<file path="config.mk">
export PLATFORM = sky130hd
export DESIGN_NAME = mem_bus_arbiter_flat
export DESIGN_NICKNAME = d
export VERILOG_FILES = /design/src/rtl/mem_bus_arbiter_if.sv /design/src/rtl/mem_bus_arbiter.sv /design/src/flat_wrapper.sv
export SDC_FILE = /design/constraint.sdc
export NUM_CORES = 1
export LEC_CHECK = 0
export BUFFER_PORTS_ARGS = -buffer_cell sky130_fd_sc_hd__buf_4
export CELL_PAD_IN_SITES_DETAIL_PLACEMENT = 0
export CELL_PAD_IN_SITES_GLOBAL_PLACEMENT = 1
export CORE_AREA = 2 2 134 136
export DETAILED_ROUTE_END_ITERATION = 12
export DIE_AREA = 0 0 136 138
export PLACE_DENSITY_LB_ADDON = 0.2
export SLEW_MARGIN = 20
export SYNTH_ARGS = -nofsm -noshare
export SYNTH_HDL_FRONTEND = slang
export SYNTH_SLANG_ARGS = --single-unit
</file>
<file path="constraint.sdc">
create_clock -name clk -period 2.67 [get_ports clk]
set_clock_uncertainty 0.2 [all_clocks]
set_input_delay 0.534 -clock clk [delete_from_list [all_inputs] [get_ports clk]]
set_output_delay 0.534 -clock clk [all_outputs]
set_load 0.005 [all_outputs]
</file>
<file path="src/rtl/mem_bus_arbiter_if.sv">
// Bus bundle between the two masters, the arbiter and the shared slave.
// The arbiter takes the slave modport; the environment side uses master.
interface mem_bus_arbiter_if;
  logic        m0_valid;
  logic [31:0] m0_addr;
  logic [31:0] m0_wdata;
  logic [3:0]  m0_wstrb;
  logic        m0_ready;
  logic [31:0] m0_rdata;

  logic        m1_valid;
  logic [31:0] m1_addr;
  logic [31:0] m1_wdata;
  logic [3:0]  m1_wstrb;
  logic        m1_ready;
  logic [31:0] m1_rdata;

  logic        s_valid;
  logic [31:0] s_addr;
  logic [31:0] s_wdata;
  logic [3:0]  s_wstrb;
  logic        s_ready;
  logic [31:0] s_rdata;

  modport slave (
    input  m0_valid, m0_addr, m0_wdata, m0_wstrb,
    output m0_ready, m0_rdata,
    input  m1_valid, m1_addr, m1_wdata, m1_wstrb,
    output m1_ready, m1_rdata,
    output s_valid, s_addr, s_wdata, s_wstrb,
    input  s_ready, s_rdata
  );

  modport master (
    output m0_valid, m0_addr, m0_wdata, m0_wstrb,
    input  m0_ready, m0_rdata,
    output m1_valid, m1_addr, m1_wdata, m1_wstrb,
    input  m1_ready, m1_rdata,
    input  s_valid, s_addr, s_wdata, s_wstrb,
    output s_ready, s_rdata
  );
endinterface

</file>
<file path="src/rtl/mem_bus_arbiter.sv">
// Two-master round-robin arbiter for one valid/ready slave, with a registered
// grant, one transfer per grant and a slave-response timeout.
//
// state  | meaning
// IDLE   | no owner; arbitrate among pending requests
// BUSY   | granted master connected to the slave until ready/timeout/drop
module mem_bus_arbiter #(
  parameter int unsigned TIMEOUT_CYCLES = 64,
  parameter logic [31:0] ERR_RDATA      = 32'hDEADBEEF
) (
  input  logic               clk,
  input  logic               rst_n,
  mem_bus_arbiter_if.slave   bus,
  input  logic               err_clr_i,
  output logic [1:0]         grant_o,
  output logic               bus_err_o,
  output logic [31:0]        err_addr_o
);

  localparam int CW = (TIMEOUT_CYCLES > 0) ? $clog2(TIMEOUT_CYCLES + 1) : 1;
  localparam logic [CW-1:0] CNT_LAST = CW'(TIMEOUT_CYCLES - 1);
  localparam logic [CW-1:0] CNT_MAX  = {CW{1'b1}};

  typedef enum logic {S_IDLE, S_BUSY} state_t;

  state_t        state_q, state_d;
  logic [1:0]    grant_q, grant_d;
  logic          last_q, last_d;
  logic [CW-1:0] cnt_q, cnt_d;
  logic          bus_err_q, bus_err_d;
  logic [31:0]   err_addr_q, err_addr_d;

  logic          sel;
  logic          g_valid;
  logic [31:0]   g_addr, g_wdata;
  logic [3:0]    g_wstrb;
  logic          to_hit;
  logic          done;
  logic          timeout;
  logic [31:0]   rsp_data;

  assign sel     = grant_q[1];
  assign g_valid = sel ? bus.m1_valid : bus.m0_valid;
  assign g_addr  = sel ? bus.m1_addr  : bus.m0_addr;
  assign g_wdata = sel ? bus.m1_wdata : bus.m0_wdata;
  assign g_wstrb = sel ? bus.m1_wstrb : bus.m0_wstrb;
  assign to_hit  = (TIMEOUT_CYCLES != 0) && (cnt_q == CNT_LAST);

  always_ff @(posedge clk or negedge rst_n) begin
    if (!rst_n) begin
      state_q    <= S_IDLE;
      grant_q    <= 2'b00;
      last_q     <= 1'b1;
      cnt_q      <= '0;
      bus_err_q  <= 1'b0;
      err_addr_q <= 32'h0;
    end else begin
      state_q    <= state_d;
      grant_q    <= grant_d;
      last_q     <= last_d;
      cnt_q      <= cnt_d;
      bus_err_q  <= bus_err_d;
      err_addr_q <= err_addr_d;
    end
  end

  always_comb begin
    state_d      = state_q;
    grant_d      = grant_q;
    last_d       = last_q;
    cnt_d        = cnt_q;
    bus_err_d    = bus_err_q;
    err_addr_d   = err_addr_q;
    done         = 1'b0;
    timeout      = 1'b0;
    rsp_data     = 32'h0;
    bus.s_valid  = 1'b0;
    bus.s_addr   = 32'h0;
    bus.s_wdata  = 32'h0;
    bus.s_wstrb  = 4'h0;
    bus.m0_ready = 1'b0;
    bus.m0_rdata = 32'h0;
    bus.m1_ready = 1'b0;
    bus.m1_rdata = 32'h0;

    if (err_clr_i) begin
      bus_err_d  = 1'b0;
      err_addr_d = 32'h0;
    end

    case (state_q)
      S_IDLE: begin
        if (bus.m0_valid || bus.m1_valid) begin
          state_d = S_BUSY;
          cnt_d   = '0;
          // last_q == 1 means m1 was served last, so m0 wins a tie
          if (bus.m0_valid && (!bus.m1_valid || last_q)) grant_d = 2'b01;
          else                                           grant_d = 2'b10;
        end
      end
      S_BUSY: begin
        if (!g_valid) begin
          state_d = S_IDLE;
          grant_d = 2'b00;
          cnt_d   = '0;
        end else begin
          bus.s_valid = !to_hit;
          bus.s_addr  = g_addr;
          bus.s_wdata = g_wdata;
          bus.s_wstrb = g_wstrb;
          if (bus.s_ready) begin
            done     = 1'b1;
            rsp_data = bus.s_rdata;
          end else if (to_hit) begin
            done     = 1'b1;
            timeout  = 1'b1;
            rsp_data = ERR_RDATA;
          end else if (cnt_q != CNT_MAX) begin
            cnt_d = cnt_q + 1'b1;
          end
          if (done) begin
            bus.m0_ready = !sel;
            bus.m1_ready = sel;
            bus.m0_rdata = sel ? 32'h0 : rsp_data;
            bus.m1_rdata = sel ? rsp_data : 32'h0;
            last_d  = sel;
            grant_d = 2'b00;
            cnt_d   = '0;
            state_d = S_IDLE;
          end
          if (timeout) begin
            bus_err_d = 1'b1;
            if (!bus_err_q || err_clr_i) err_addr_d = g_addr;
          end
        end
      end
      default: begin
        state_d = S_IDLE;
        grant_d = 2'b00;
      end
    endcase
  end

  assign grant_o    = grant_q;
  assign bus_err_o  = bus_err_q;
  assign err_addr_o = err_addr_q;

endmodule

</file>
<file path="src/flat_wrapper.sv">
// flat-port wrapper written by rule: the top's interface ports become plain ports
module mem_bus_arbiter_flat 
#(
  parameter int unsigned TIMEOUT_CYCLES = 64,
  parameter logic [31:0] ERR_RDATA      = 32'hDEADBEEF
)
  (clk, rst_n, err_clr_i, grant_o, bus_err_o, err_addr_o, bus_m0_valid, bus_m0_addr, bus_m0_wdata, bus_m0_wstrb, bus_m0_ready, bus_m0_rdata, bus_m1_valid, bus_m1_addr, bus_m1_wdata, bus_m1_wstrb, bus_m1_ready, bus_m1_rdata, bus_s_valid, bus_s_addr, bus_s_wdata, bus_s_wstrb, bus_s_ready, bus_s_rdata);
  mem_bus_arbiter_if bus_i ();
  input  logic clk;
  input  logic rst_n;
  input  logic err_clr_i;
  output logic [1:0] grant_o;
  output logic bus_err_o;
  output logic [31:0] err_addr_o;
  input wire logic [$bits(bus_i.m0_valid)-1:0] bus_m0_valid;
  input wire logic [$bits(bus_i.m0_addr)-1:0] bus_m0_addr;
  input wire logic [$bits(bus_i.m0_wdata)-1:0] bus_m0_wdata;
  input wire logic [$bits(bus_i.m0_wstrb)-1:0] bus_m0_wstrb;
  output wire logic [$bits(bus_i.m0_ready)-1:0] bus_m0_ready;
  output wire logic [$bits(bus_i.m0_rdata)-1:0] bus_m0_rdata;
  input wire logic [$bits(bus_i.m1_valid)-1:0] bus_m1_valid;
  input wire logic [$bits(bus_i.m1_addr)-1:0] bus_m1_addr;
  input wire logic [$bits(bus_i.m1_wdata)-1:0] bus_m1_wdata;
  input wire logic [$bits(bus_i.m1_wstrb)-1:0] bus_m1_wstrb;
  output wire logic [$bits(bus_i.m1_ready)-1:0] bus_m1_ready;
  output wire logic [$bits(bus_i.m1_rdata)-1:0] bus_m1_rdata;
  output wire logic [$bits(bus_i.s_valid)-1:0] bus_s_valid;
  output wire logic [$bits(bus_i.s_addr)-1:0] bus_s_addr;
  output wire logic [$bits(bus_i.s_wdata)-1:0] bus_s_wdata;
  output wire logic [$bits(bus_i.s_wstrb)-1:0] bus_s_wstrb;
  input wire logic [$bits(bus_i.s_ready)-1:0] bus_s_ready;
  input wire logic [$bits(bus_i.s_rdata)-1:0] bus_s_rdata;
  assign bus_i.m0_valid = bus_m0_valid;
  assign bus_i.m0_addr = bus_m0_addr;
  assign bus_i.m0_wdata = bus_m0_wdata;
  assign bus_i.m0_wstrb = bus_m0_wstrb;
  assign bus_m0_ready = bus_i.m0_ready;
  assign bus_m0_rdata = bus_i.m0_rdata;
  assign bus_i.m1_valid = bus_m1_valid;
  assign bus_i.m1_addr = bus_m1_addr;
  assign bus_i.m1_wdata = bus_m1_wdata;
  assign bus_i.m1_wstrb = bus_m1_wstrb;
  assign bus_m1_ready = bus_i.m1_ready;
  assign bus_m1_rdata = bus_i.m1_rdata;
  assign bus_s_valid = bus_i.s_valid;
  assign bus_s_addr = bus_i.s_addr;
  assign bus_s_wdata = bus_i.s_wdata;
  assign bus_s_wstrb = bus_i.s_wstrb;
  assign bus_i.s_ready = bus_s_ready;
  assign bus_i.s_rdata = bus_s_rdata;
  mem_bus_arbiter #(.TIMEOUT_CYCLES(TIMEOUT_CYCLES), .ERR_RDATA(ERR_RDATA)) u_core (.clk(clk), .rst_n(rst_n), .bus(bus_i), .err_clr_i(err_clr_i), .grant_o(grant_o), .bus_err_o(bus_err_o), .err_addr_o(err_addr_o));
endmodule
</file>
Yosys cells after proc, flatten, opt, wreduce, memory -nomap -nowiden
Cells that the tools add are included.
{"block": "totals", "register_bits": 44, "input_bits": 174, "output_inout_bits": 170, "wordCells": 86}
{"block": "op_classes", "addsub": 1, "eq_ne": 7, "n_mux": 60, "bitwise_logic": 1, "n_reduce_logical": 11}
{"op": "$mux W32", "n": 21}
{"op": "$mux W7", "n": 6}
{"op": "$mux W1", "n": 23}
{"op": "$pmux W7 S2", "n": 1}
{"op": "$mux W4", "n": 3}
{"op": "$ne A4 B4 Y1 const B", "n": 3}
{"op": "$mux W2", "n": 4}
{"op": "$add A7 B1 Y7 const B", "n": 1}
{"op": "$eq A7 B6 Y1 const B", "n": 1}
{"op": "$ne A7 B7 Y1 const B", "n": 1}
{"op": "$logic_not A1 Y1", "n": 4}
{"op": "$pmux W2 S2", "n": 1}
{"op": "$reduce_and A4 Y1", "n": 1}
{"op": "$logic_or A1 B1 Y1", "n": 3}
{"op": "$ne A3 B3 Y1 const B", "n": 1}
{"op": "$reduce_and A3 Y1", "n": 1}
{"op": "$ne A2 B1 Y1 const B", "n": 1}
{"op": "$pmux W1 S2", "n": 1}
{"op": "$reduce_and A2 Y1", "n": 1}
{"op": "$logic_and A1 B1 Y1", "n": 1}
{"op": "$not A1 Y1", "n": 1}

Depth between registers and ports, before layout
Gate-level depths: netlist (run 1).
{"block": "logic_depth", "word_depth": 8, "depth_mapped": 8, "ltp_nobuf": 7}

Worst setup path after synthesis (run 1)
OpenSTA, ideal clock, no wires.
{"block": "synth_timing", "path_kind": "reg-to-output", "startpoint": "register u_core.cnt_q[0]", "endpoint": "output port bus_m1_rdata[10]", "arrival_ps": 1656, "required_time_ps": 1936, "slack_ps": 280, "stages_incl_launch_ff": 9, "path_buffers": 2, "cell_sequence": "dfrtp_1 > ha_1 > nand3_2 > nor3_4 > nor2_1 > or2_1 > clkbuf_1 > buf_2 > nor2_1"}
{"block": "synth_between", "elab_chain_len": 8, "elab_cells_between_ends": 11, "cone_classes": "1 x eq/ne; 10 x mux"}
{"item": "start: declaration", "line_no": "mem_bus_arbiter.sv:29", "rtl": "logic [CW-1:0] cnt_q, cnt_d;"}
{"item": "start signal: assignment", "line_no": "mem_bus_arbiter.sv:61", "rtl": "cnt_q <= cnt_d;"}
{"item": "$eq A7 B6 Y1 *", "line_no": "mem_bus_arbiter.sv:47", "rtl": "assign to_hit = (TIMEOUT_CYCLES != 0) && (cnt_q == CNT_LAST);"}
{"item": "$mux W1", "line_no": "mem_bus_arbiter.sv:114", "rtl": "end else if (to_hit) begin"}
{"item": "$mux W1", "line_no": "mem_bus_arbiter.sv:111", "rtl": "if (bus.s_ready) begin"}
{"item": "$mux W1", "line_no": "mem_bus_arbiter.sv:102", "rtl": "if (!g_valid) begin"}
{"item": "$mux W1", "line_no": "mem_bus_arbiter.sv:91", "rtl": "case (state_q)"}
{"item": "$mux W32 *", "line_no": "mem_bus_arbiter.sv:121", "rtl": "if (done) begin"}
{"item": "$mux W32 *", "line_no": "mem_bus_arbiter.sv:102"}
{"item": "$mux W32 *", "line_no": "mem_bus_arbiter.sv:91"}
{"item": "end: declaration", "line_no": "flat_wrapper.sv:26", "rtl": "output wire logic [$bits(bus_i.m1_rdata)-1:0] bus_m1_rdata;"}
Every way passes the cells marked *; elsewhere a longest branch is shown, timed or not. The select of a mux whose other input is x is not followed.

Worst setup path after layout (run 1)
{"block": "layout_timing", "startpoint": "register u_core.cnt_q[0]", "endpoint": "output port bus_m0_rdata[9]"}
{"block": "layout_between", "elab_chain_len": 8, "elab_cells_between_ends": 11, "cone_classes": "1 x eq/ne; 10 x mux"}
{"item": "$eq A7 B6 Y1 *", "line_no": "mem_bus_arbiter.sv:47"}
{"item": "$mux W1", "line_no": "mem_bus_arbiter.sv:114"}
{"item": "$mux W1", "line_no": "mem_bus_arbiter.sv:111"}
{"item": "$mux W1", "line_no": "mem_bus_arbiter.sv:102"}
{"item": "$mux W1", "line_no": "mem_bus_arbiter.sv:91"}
{"item": "$mux W32 *", "line_no": "mem_bus_arbiter.sv:121"}
{"item": "$mux W32 *", "line_no": "mem_bus_arbiter.sv:102"}
{"item": "$mux W32 *", "line_no": "mem_bus_arbiter.sv:91"}
{"item": "end: declaration", "line_no": "flat_wrapper.sv:20", "rtl": "output wire logic [$bits(bus_i.m0_rdata)-1:0] bus_m0_rdata;"}
Marked as above.

==> impl_metrics.yaml, run 1 <==
status:
  status: "finished, final reports clean"
pwr:
  power.share.clock_pct: 23.1
  power_frac_seq_pct: 23.3
  power.switching_mw: 1.09
  netSwitchingFraction_pct: 34.5
  power_frac_comb_pct: 53.7
  p_leak_nw: 3.49
  intPower_mw: 2.08
  peakVddDrop_uv: 256
  p_per_area_mw_per_mm2: 471
critical_path:
  path_class: "reg2out"
  cp-end-kind: "output pin"
  path_cells: "ha_4 -> nand3_4 -> nor3_4 -> nor2_1 -> or2_1 -> buf_12 -> nor2_1 -> buf_4"
  worstPathRequired_ns: 1.94
  reg2reg_from: "u_core.grant_o[1]"
  crit_arrival_ns: 1.80
  crit_fanout: 26
  worst_setup_path_start_kind: "flop"
  cp-startpoint: "u_core.cnt_q[0]"
  cpMaxStageDelayCell: "dfrtp_1"
  cp_common_cell: "nor2_1"
  cp_slowest_stage_delay_ns: 0.40
global_routing:
  grt_pass1_wl_um: 23300
  grt_max_degree: 45
  track_usage_pct: 15.6
  grt_pass1_vias: 4510
  antenna_found_initial: 0
  gr-total-overflow: 0
timing:
  relSlewSlack_pct: 56.5
  drv_slew: 0
  finalSetupViolCount: 0
  hold_viol_final: 0
  rsz0062_at_grt: "false"
  tns_ns: 0
  fmax_mhz: 395
  period_minus_slack_ns: 2.53
  hold_ws_ns: 0.0459
  tightest_slew_ns: 0.648
  min_period_over_period_pct: 94.9
finish:
  antenna_cells: 0
  area.growth.synth_to_final_pct: 84.3
  final_nets: 944
  final_cell_mix: "buf_4 (355), nor2_1 (128), mux2i_1 (68)"
  drive_gt1_share_pct: 53.9
  final_common_cell: "buf_4"
run:
  maxCapViolations: 0
logic_synthesis:
  synthCells: 441
  syn_nets: 616
  synthSimpleGateAreaFrac_pct: 35.1
  synth-compound-area-share_pct: 9.63
  yosys.area_share.xor_xnor_pct: 0
  ys_ff_latch: 44
  async_flop_share_pct: 100
  synth_top_family_by_area: "simple AND/OR/NAND/NOR gates"
  yosysSeqAreaShare_pct: 30.2
  ys.flop_type: "dfrtp_1"
  avgSynthCellArea_um2: 8.28
  syn_area_mm2: 0.00365
  yosysUniqueCellTypes: 40
  synth_fa_ha_area_share_pct: 0.343
  synth_edf_count: 0
  synth.mux.area_fraction_pct: 19.0
  ys_warn_count: 0
placement:
  routabilityCongestion: 0.762
  io_buffers: 343
  hpwl_um: 12400
floorplanning:
  coreArea_mm2: 0.0175
  die_area_mm2: 0.0188
  die_y_um: 138
  die_w_um: 136
  ios: 344
  initial_utilization_pct: 20.8
  rows: 49
routing:
  routed_wl_um: 15300
  vias: 4355
  drc: 0
  detail_route.wl_per_cell_um: 15.3
  avgViaCountPerCell: 4.36
  firstDrtPassIters: 4
  postRouteAntennaNets: 0
  drt_iter0_drc: 152
clocking:
  cts-buffers-inserted: 5
  htreeDepth: 2
  cts_root_buf: "clkbuf_16"
  cts_buffer_depth: 2
  clk_pin_slew_ns: 0.06
  clkLatencyLatePin_ns: 0.28
  cts_hold_buf: 0
  cts_tree: "yes"
  clock_sinks: 44
min_path:
  holdCritPathClass: "in2async"
==> cell type report <==
| class | count | area [um^2] |
|---|---|---|
| clock inverter | 2 | 38.8 |
| tap | 229 | 287 |
| clock buffer | 6 | 139 |
| multi-input combinational | 354 | 2390 |
| fill | 1863 | 10800 |
| inverter | 4 | 15.0 |
| sequential | 44 | 1110 |
| timing repair buffer | 360 | 2760 |
==> worst paths after layout <==
| kind | end | slack, ns | depth (start not counted) |
|---|---|---|---|
| setup / recovery | bus_m0_rdata[9] | 0.14 | 8 |
| hold / removal | u_core.err_addr_o[13] | 0.05 | 1 |
| setup reg to reg | u_core.cnt_q[2] | 0.40 | 6 |
| hold reg to reg | u_core.grant_o[0] | 0.31 | 2 |
| max in group asynchronous | u_core.grant_o[1] | 1.76 | 1 |
| min in group clk | u_core.grant_o[0] | 0.31 | 2 |
==> cell usage after synthesis (all sizes together) (2+ instances only) <==
library cell	instances	area share (%)
nor2	137	14
mux2i	68	19
dfrtp	43	29
nor3b	33	11
o21bai	32	6.6
buf	24	3.7
nor2b	24	4.1
nand2	16	1.6
clkbuf	15	1.6
o21ai	11	1.5
inv	4	0.41
nand2b	4	0.69
nand3	4	0.69
nor3	3	0.72
or2	3	0.51
nor4	2	0.34
o21a	2	0.41
==> state kept, by name, summed over array words and instances (netlist names) <==
register and cells:
u_core.bus_err_o 1, u_core.cnt_q 7, u_core.grant_o 2, u_core.err_addr_o 32, u_core.last_q 1, u_core.state_q 1
==> metal layers <==
metal  up-vias  part of all wire (%)  global-route usage [%]
li1       2127                     -                       -
met1      2014                    37                    17.2
met2       206                    52                    29.1
met3         8                    10                    4.62
met4         0                  0.83                    3.18
met5         -                     0                       0
==> timing repair <==
| item | CTS | global route |
|---|---|---|
| pin swaps | 0 | 2 |
| buffers inserted | 0 | 2 |
| endpoints found under the setup margin | 49 | 50 |
| gates resized for setup | 3 | 14 |
==> critical path: cells and delay by family (launching register included) <==
kind	cells	cell delay (ns)
buffers and inverters	2	0.29
and+or+nand+nor	5	0.65
adders and majority gates	1	0.17
DFF	1	0.40
==> power groups by stage <==
stage	Combinational, mW	Clock, mW	Sequential, mW
global placement	1.69	0	0.748
CTS	1.72	0.757	0.737
global route	1.86	0.789	0.741
detailed placement	1.71	0	0.749
floorplan	0.867	0	0.723
finish	1.70	0.731	0.737
==> through the flow <==
stage	std cells	setup slack (ns)	power, mW	util, %	area, um^2
final	999	0.136	3.17	38.4	6730
after global routing	999	0.0310	3.39	38.4	6730
after CTS	997	0.00199	3.21	38.0	6670
after detailed placement	989	0.272	2.46	36.9	6480
after global placement	989	0.342	2.44	36.9	6480
after floorplan	441	0.280	1.59	-	3650
==> logic make-up (layout without fill, tap and decap cells) <==
kind of cell / count (synthesis) / in the layout
buf+inv: 43 / 372
simple gates: 233 / 233
flops: 44 / 44
compound gates: 51 / 51
fa+ha+maj: 1 / 1
mux: 69 / 69
(Power assumes the default switching activity.)
==> run 2, diff against run 1 <==
Settings changed: RECOVER_POWER set to 25.
==> impl_metrics.yaml, run 2 (same netlist as run 1, synthesis figures left out) <==
status:
  status: "finished, final reports clean"
timing:
  tns_ns: 0
  min_period_over_period_pct: 95.2
  finalSetupViolCount: 0
  tightest_slew_ns: 1.15
  drv_slew: 0
  fmax_mhz: 394
  relSlewSlack_pct: 23.2
  period_minus_slack_ns: 2.54
  hold_viol_final: 0
  rsz0062_at_grt: "false"
global_routing:
  grt_pass1_wl_um: 23300
  met2_usage_pct: 29.1
  top_usage_layer: "met2"
  gr-total-overflow: 0
  grt_pass1_vias: 4510
  track_usage_pct: 15.6
  grt_use_met1_pct: 17.2
  met3_usage_pct: 4.62
  grt_max_degree: 45
  antenna_found_initial: 0
critical_path:
  cp_slowest_stage_delay_ns: 0.40
  cp_common_cell: "nor2_1"
  cp-startpoint: "u_core.cnt_q[0]"
  crit_fanout: 26
  path_cells: "ha_4 -> nand3_4 -> nor3_4 -> nor2_1 -> or2_1 -> buf_12 -> nor2_1 -> buf_4"
  crit_arrival_ns: 1.81
  path_class: "reg2out"
  worstPathRequired_ns: 1.94
  cp-end-kind: "output pin"
  cpMaxStageDelayCell: "dfrtp_1"
  reg2reg_from: "u_core.grant_o[1]"
  worst_setup_path_start_kind: "flop"
floorplanning:
  rows: 49
  initial_utilization_pct: 20.8
  die_w_um: 136
  ios: 344
  die_y_um: 138
  coreArea_mm2: 0.0175
  die_area_mm2: 0.0188
placement:
  hpwl_um: 12400
  io_buffers: 343
  dp_cells: 989
  routabilityCongestion: 0.762
finish:
  largest_reg_flops: 32
  final_common_cell: "buf_4"
  final_cell_mix: "buf_4 (334), nor2_1 (128), mux2i_1 (68)"
  final_nets: 944
  fillers: 1869
  layoutNonFillerInstCount: 999
  drive_gt1_share_pct: 52.6
  antenna_cells: 0
  area.growth.synth_to_final_pct: 83.2
routing:
  drc: 0
  routed_wl_um: 15300
  avgViaCountPerCell: 4.37
  detail_route.wl_per_cell_um: 15.3
  postRouteAntennaNets: 0
  firstDrtPassIters: 4
  drt_iter0_drc: 140
  vias: 4367
clocking:
  cts_hold_buf: 0
  clk_pin_slew_ns: 0.07
  cts_root_buf: "clkbuf_16"
  htreeDepth: 2
  cts-buffers-inserted: 5
  clock_sinks: 44
  cts_tree: "yes"
  cts_buffer_depth: 2
  clkLatencyLatePin_ns: 0.28
min_path:
  holdCritPathClass: "in2async"
run:
  maxCapViolations: 0
pwr:
  peakVddDrop_uv: 256
  p_per_area_mw_per_mm2: 473
  p_leak_nw: 3.45
==> run 2: cell types whose count changed in the layout (fill, tap and decap cells not counted) <==
cell,previous run,this run
clkbuf_1,0,10
buf_4,355,334
clkbuf_2,0,1
clkbuf_4,0,10
==> run 2: area by class of cell <==
class                   instances  area (um^2)  share of cell area (%)
clock buffers                   6          139                    2.08
clock inverters                 2         38.8                   0.580
inverters                       4         15.0                   0.224
multi-input cells             354         2390                    35.7
flip-flops and latches         44         1110                    16.5
well taps                     229          287                    4.28
repair buffers                360         2720                    40.6
==> run 2: metal layers <==
metal  wire (um)  share of wire (%)  up-vias
li1            -                  -     2128
met1        5620                 37     2027
met2        7950                 52      204
met3        1570                 10        8
met4         127               0.83        0
met5           0                  0        -
==> run 2: worst max-delay path: cells and delay by family (launching register included) <==
kind	cells	cell delay, ns
adder cells (fa/ha/maj)	1	0.17
buffers and inverters	2	0.29
flip-flops	1	0.40
AND/OR/NAND/NOR	5	0.65
==> run 2: stage by stage <==
stage	utilization [%]	power, mW	cell area (um^2)	hold WS [ns]	worst slack, ns
detailed placement	36.9	2.46	6480	0.302	0.272
global route	38.2	3.38	6690	0.360	0.0310
CTS	38.0	3.21	6670	0.0719	0.00199
global placement	36.9	2.44	6480	0.289	0.342
floorplan	-	1.59	3650	0.0384	0.280
finish	38.2	3.17	6690	0.265	0.129
==> run 2: timing repair <==
action | CTS | global route
gates resized for setup | 3 | 14
setup endpoints to repair | 49 | 50
buffers inserted | 0 | 2
pin swaps | 0 | 2
==> run 2: power breakdown <==
part	switching, mW	internal, mW	leakage, nW	total [mW]
sequential	0.0364	0.700	0.605	0.737
combinational	0.795	0.902	2.75	1.70
clock	0.263	0.469	0.0871	0.732
==> run 2: path summary, 6_finish.rpt <==
path	to	slack [ns]	cells past startpoint
min in group clk	u_core.grant_o[0]	0.31	2
worst max-delay path	bus_m0_rdata[9]	0.13	8
worst min register to register	u_core.grant_o[0]	0.31	2
worst max register to register	u_core.cnt_q[2]	0.40	6
max in group asynchronous	u_core.grant_o[1]	1.16	1
worst min-delay path	u_core.err_addr_o[13]	0.27	1
